### config.mk
export PLATFORM = sky130hd
export DESIGN_NAME = bus_arbiter_2
export DESIGN_NICKNAME = d
export VERILOG_FILES = /design/src/rtl/bus_arbiter_2.sv
export SDC_FILE = /design/constraint.sdc
export NUM_CORES = 1
export LEC_CHECK = 0
export CAP_MARGIN = 0
export CORE_AREA = 2 2 122 124
export DETAILED_ROUTE_END_ITERATION = 7
export DIE_AREA = 0 0 124 126
export RECOVER_POWER = 100
export SKIP_LAST_GASP = 1
export SYNTH_ARGS = -nofsm -noshare
export SYNTH_HDL_FRONTEND = slang
export SYNTH_SLANG_ARGS = --single-unit
export TNS_END_PERCENT = 100
### constraint.sdc
create_clock -name clk -period 3.1 [get_ports clk]
set_input_delay 0.775 -clock clk [delete_from_list [all_inputs] [get_ports clk]]
set_output_delay 0.775 -clock clk [all_outputs]
set_load 0.01 [all_outputs]
### src/rtl/bus_arbiter_2.sv
// bus_arbiter_2: two-host round-robin arbiter in front of a single hub host port.
// A grant is held for a whole transaction. The owner's request is forwarded to the
// hub, and only the owner sees the read data and ready coming back. A watchdog ends
// transactions that the hub never acknowledges, such as accesses to unmapped addresses.
module bus_arbiter_2 #(
  parameter int unsigned TIMEOUT_CYCLES = 255
) (
  input  logic        clk,
  input  logic        rst,
  input  logic [31:0] h0_address,
  input  logic [31:0] h0_data_write,
  input  logic [3:0]  h0_write_mask,
  input  logic        h0_ren,
  input  logic        h0_wen,
  output logic [31:0] h0_data_read,
  output logic        h0_ready,
  input  logic [31:0] h1_address,
  input  logic [31:0] h1_data_write,
  input  logic [3:0]  h1_write_mask,
  input  logic        h1_ren,
  input  logic        h1_wen,
  output logic [31:0] h1_data_read,
  output logic        h1_ready,
  output logic [31:0] dev_address,
  output logic [31:0] dev_data_write,
  output logic [3:0]  dev_write_mask,
  output logic        dev_ren,
  output logic        dev_wen,
  input  logic [31:0] dev_data_read,
  input  logic        dev_ready,
  output logic [1:0]  grant,
  output logic        bus_error
);

  localparam int DATA_W = 32;
  localparam int MASK_W = 4;
  // A zero timeout still needs a 1-bit counter so that the declarations stay legal.
  localparam int CW = (TIMEOUT_CYCLES > 0) ? $clog2(TIMEOUT_CYCLES + 1) : 1;
  localparam logic [CW-1:0] TMO = CW'(TIMEOUT_CYCLES);
  localparam bit TMO_EN = (TIMEOUT_CYCLES != 0);

  typedef enum logic [1:0] {
    IDLE = 2'd0,
    OWN0 = 2'd1,
    OWN1 = 2'd2
  } state_t;

  state_t          state_q, state_d;
  logic            last_q, last_d;
  logic [CW-1:0]   cnt_q, cnt_d;

  logic            h0_req, h1_req;
  logic            own_sel;
  logic            own_req;
  logic            own_ren, own_wen;
  logic [DATA_W-1:0] own_addr, own_wdata;
  logic [MASK_W-1:0] own_mask;
  logic            own_ready;
  logic [DATA_W-1:0] own_rdata;
  logic            fwd_en;
  logic            fire;

  assign h0_req = h0_ren | h0_wen;
  assign h1_req = h1_ren | h1_wen;

  // Select the owning host's request fields; own_sel is 1 while host 1 holds the bus.
  always_comb begin
    own_sel   = (state_q == OWN1);
    own_req   = own_sel ? h1_req        : h0_req;
    own_ren   = own_sel ? h1_ren        : h0_ren;
    own_wen   = own_sel ? h1_wen        : h0_wen;
    own_addr  = own_sel ? h1_address    : h0_address;
    own_wdata = own_sel ? h1_data_write : h0_data_write;
    own_mask  = own_sel ? h1_write_mask : h0_write_mask;
  end

  // The watchdog fires only when the device stays silent; a late dev_ready still wins.
  always_comb begin
    fire = 1'b0;
    if (state_q != IDLE) begin
      fire = TMO_EN && (cnt_q == TMO) && !dev_ready;
    end
  end

  // Next-state logic, arbitration and the completion, timeout and abort handling.
  always_comb begin
    state_d   = state_q;
    last_d    = last_q;
    cnt_d     = cnt_q;
    fwd_en    = 1'b0;
    own_ready = 1'b0;
    own_rdata = '0;
    bus_error = 1'b0;
    grant     = 2'b00;
    unique case (state_q)
      IDLE: begin
        cnt_d = '0;
        // On a tie, the host that was not granted last time wins.
        if (h0_req && (!h1_req || last_q)) begin
          state_d = OWN0;
          last_d  = 1'b0;
        end else if (h1_req) begin
          state_d = OWN1;
          last_d  = 1'b1;
        end
      end
      OWN0, OWN1: begin
        grant = own_sel ? 2'b10 : 2'b01;
        if (!own_req) begin
          // The host withdrew its request: drop the request to the hub and release the bus.
          own_rdata = dev_data_read;
          state_d   = IDLE;
        end else if (dev_ready) begin
          fwd_en    = 1'b1;
          own_ready = 1'b1;
          own_rdata = dev_data_read;
          state_d   = IDLE;
        end else if (fire) begin
          own_ready = 1'b1;
          bus_error = 1'b1;
          state_d   = IDLE;
        end else begin
          fwd_en    = 1'b1;
          own_rdata = dev_data_read;
          cnt_d     = cnt_q + CW'(1);
        end
      end
      default: begin
        state_d = IDLE;
      end
    endcase
  end

  // Drive the hub port. While idle every field is zero; strobes are gated on abort and timeout.
  always_comb begin
    dev_address    = '0;
    dev_data_write = '0;
    dev_write_mask = '0;
    dev_ren        = 1'b0;
    dev_wen        = 1'b0;
    if (state_q != IDLE) begin
      dev_address    = own_addr;
      dev_data_write = own_wdata;
      dev_write_mask = own_mask;
      dev_ren        = own_ren & fwd_en;
      dev_wen        = own_wen & fwd_en;
    end
  end

  // Route ready and read data back to the owning host only.
  always_comb begin
    h0_ready     = 1'b0;
    h1_ready     = 1'b0;
    h0_data_read = '0;
    h1_data_read = '0;
    if (state_q == OWN0) begin
      h0_ready     = own_ready;
      h0_data_read = own_rdata;
    end else if (state_q == OWN1) begin
      h1_ready     = own_ready;
      h1_data_read = own_rdata;
    end
  end

  // State, round-robin pointer and watchdog counter registers.
  always_ff @(posedge clk) begin
    if (rst) begin
      state_q <= IDLE;
      last_q  <= 1'b1;
      cnt_q   <= '0;
    end else begin
      state_q <= state_d;
      last_q  <= last_d;
      cnt_q   <= cnt_d;
    end
  end

endmodule

==> qor.yml <==
critPathMaxStageDelay_ns: 0.40
via_per_inst: 4.35
worst_pin_slew_ns: 0.735
ys_seq_area_share_pct: 10.0
grt_overflow: 0
drive_above_1_share_pct: 12.2
grt_max_degree: 65
vdd_drop_max_mv: 0.169
dr_total_vias: 3587
synth_ff_type: "dfxtp_1"
ys_ff_latch: 11
holdPathEnd: "cnt_q[7]$_SDFFE_PP0P_"
grt_pass1_wl_um: 19600
yosysTopAreaCell: "mux2i_1"
cts.sinks: 11
synth_nets: 494
cp_num_buf_inv: 5
r2r.worst_path.cells: 9
reg2reg_setup_slack_ns: 0.39
r2r-start: "state_q[0]$_SDFFE_PP0P_"
powerDensity_nw_per_um2: 321
p_leak_nw: 2.23
wirelength_um: 13800
path_clk_slew_ns: 0.04
hp-class: "reg -> reg"
clk-insertion-delay-late_ns: 0.24
drv_slew: 0
synth_area_leaders: "mux2i_1 (33%), and2_1 (18%), nor2_1 (12%)"
relSlewSlack_pct: 50.8
chipWidth_um: 124
max_freq_mhz: 331
yosys_warnings: 0
ant_nets: 0
cts_made_buffers: 3
status: "completed"
finalSetupTns_ns: 0
setup_viol_count_final: 0
num_rows: 44
synth_top_cell_area_share_pct: 33.3
max-clock-path-buffers: 2
ys_types: 36
die_y_um: 126
r2r_end: "cnt_q[4]$_SDFFE_PP0P_"
crit_family: "simple AND/OR/NAND/NOR gates"
synthCells: 315
grt_pass1_vias: 3566
drcViolationCount: 0
antenna_found_initial: 3
cp_slowest_cell: "or3_4"
worstHoldStart: "cnt_q[7]$_SDFFE_PP0P_"
final_cell_mix: "clkdlybuf4s50_1 (199), mux2i_1 (73), nor2_1 (73)"
rsz0062_at_grt: "false"
drv_cap: 0
fillers: 1449
hold_violations: 0
firstDrtPassIters: 5
crit_chain: "clkbuf_2 > or3_4 > and2_4 > a21oi_4 > buf_6 > clkbuf_2 > buf_16 > and2_1 > clkbuf_2"
regArea_um2: 221
io_pins: 314
synth_edf_count: 0
finalCritPeriodShare_pct: 97.5
cp.arrival_ns: 2.25
crit_top_cell: "clkbuf_2"
fin_skew_ns: 0.00283
worstSetupEndpointType: "output port"
initial_utilization_pct: 15.3
cp_max_fo: 8
post_drt_wl_per_cell_um: 16.8
numPortBuffers: 313
gp_congestion: 0.907
crit_required_ns: 2.32
grt_use_total_pct: 16.4
multiInputGateArea_um2: 1900
synthesis.area_um2: 2200
fp.dieArea_um2: 15600
dp_worst_setup_slack_ns: -0.589
cts_hold_buf: 0
fin_nets: 817
total_power_mw: 1.82
async_flop_share_pct: 0
startpoint_type: "input pin"
cts.htree.levels: 1
cts_root_buf: "clkbuf_16"
hold_path_depth: 2
tritoncts: "yes"
finalWorstSetupSlack_ns: 0.0788
drt_iter0_markers: 106
dp_hpwl_um: 11100
core_um2: 14300
synth_area_per_cell_um2: 6.97
min_period_ns: 3.02
area_growth_pct: 159
layout_commonest_cell: "clkdlybuf4s50_1"
path_class: "in -> out"
cell families after synthesis:
group	count (synthesis)	share of synthesized area [%]
simple gates	179	42.6
mux	73	33.3
buf+inv	28	5.64
compound gates	20	6.15
flops	11	10.0
fa+ha+maj	4	2.28
through the flow:
| stage | cell area [µm²] | instances | hold slack, ns | utilization [%] |
|---|---|---|---|---|
| after floorplan | 2200 | 315 | 0.443 | - |
| after global placement | 5640 | 806 | 0.462 | 39.4 |
| after detailed placement | 5640 | 806 | 0.470 | 39.4 |
| after CTS | 5790 | 820 | 0.476 | 40.5 |
| after global routing | 5680 | 824 | 0.496 | 39.7 |
| final | 5680 | 824 | 0.476 | 39.7 |
Yosys cell counts (2+ instances only):
cell type / count
clkbuf_1: 6
a21o_1: 2
a21oi_2: 2
nand3_1: 4
a21oi_1: 5
buf_1: 4
nor3_1: 2
and2_1: 64
nor4_1: 5
inv_1: 3
o31ai_1: 3
mux2i_1: 73
or3_1: 4
nor2b_1: 2
nand2_1: 7
nand4_1: 2
a31oi_1: 2
dfxtp_1: 11
or2_2: 3
o32ai_1: 2
buf_2: 15
ha_1: 4
or4_1: 4
nor2_1: 73
nand4b_1: 2
worst reg2reg max path: stages, from the launching register on:
cell      delay [ns]
dfxtp_1         0.30
inv_1           0.14
ha_2            0.21
buf_4           0.27
buf_8           0.34
nor2b_1         0.41
a31oi_1         0.08
clkbuf_1        0.24
or4_1           0.51
a21oi_1         0.14
per-layer routing:
| layer | global-route usage [%] | share of wire [%] |
|---|---|---|
| met1 | 15.2 | 32 |
| met2 | 32.9 | 54 |
| met3 | 5.25 | 12 |
| met4 | 4.89 | 2.2 |
| met5 | 0 | 0 |
timing repair:
item                                    4_1_cts  5_1_grt
buffers inserted                              6        1
endpoints found under the setup margin       82       56
resized for setup                           253       29
endpoints found under the hold margin         0        0
pin swaps                                     6        5
gates cloned                                  4        0
sequential cells by signal (all words and copies together), names as in the netlist:
signal   count
cnt_q        8
state_q      2
last_q       1
worst max-delay path by stage:
stage / start / end / depth (start not counted)
after floorplan: h0_wen / h0_data_read[10] / 5
after global placement: h0_wen / h1_data_read[31] / 7
after detailed placement: h0_wen / h0_data_read[24] / 7
after CTS: h0_wen / h0_data_read[3] / 8
after global routing: state_q[0]$_SDFFE_PP0P_ / dev_write_mask[2] / 6
final: h0_wen / h1_data_read[28] / 9
layout make-up:
type	count	share of cell area [%]
Antenna cell	3	0.132
Inverter	3	0.198
Tap cell	184	4.05
Multi-Input combinational cell	276	33.5
Timing Repair Buffer	343	56.8
Sequential cell	11	3.90
Clock buffer	4	1.39
report_power, final:
| part | leakage (nW) | switching, mW | total [mW] | internal, mW |
|---|---|---|---|---|
| registers | 0.0897 | 0.00742 | 0.160 | 0.153 |
| logic | 2.11 | 0.649 | 1.43 | 0.777 |
| clock network | 0.0382 | 0.0629 | 0.235 | 0.173 |
(Power assumes the default switching activity.)
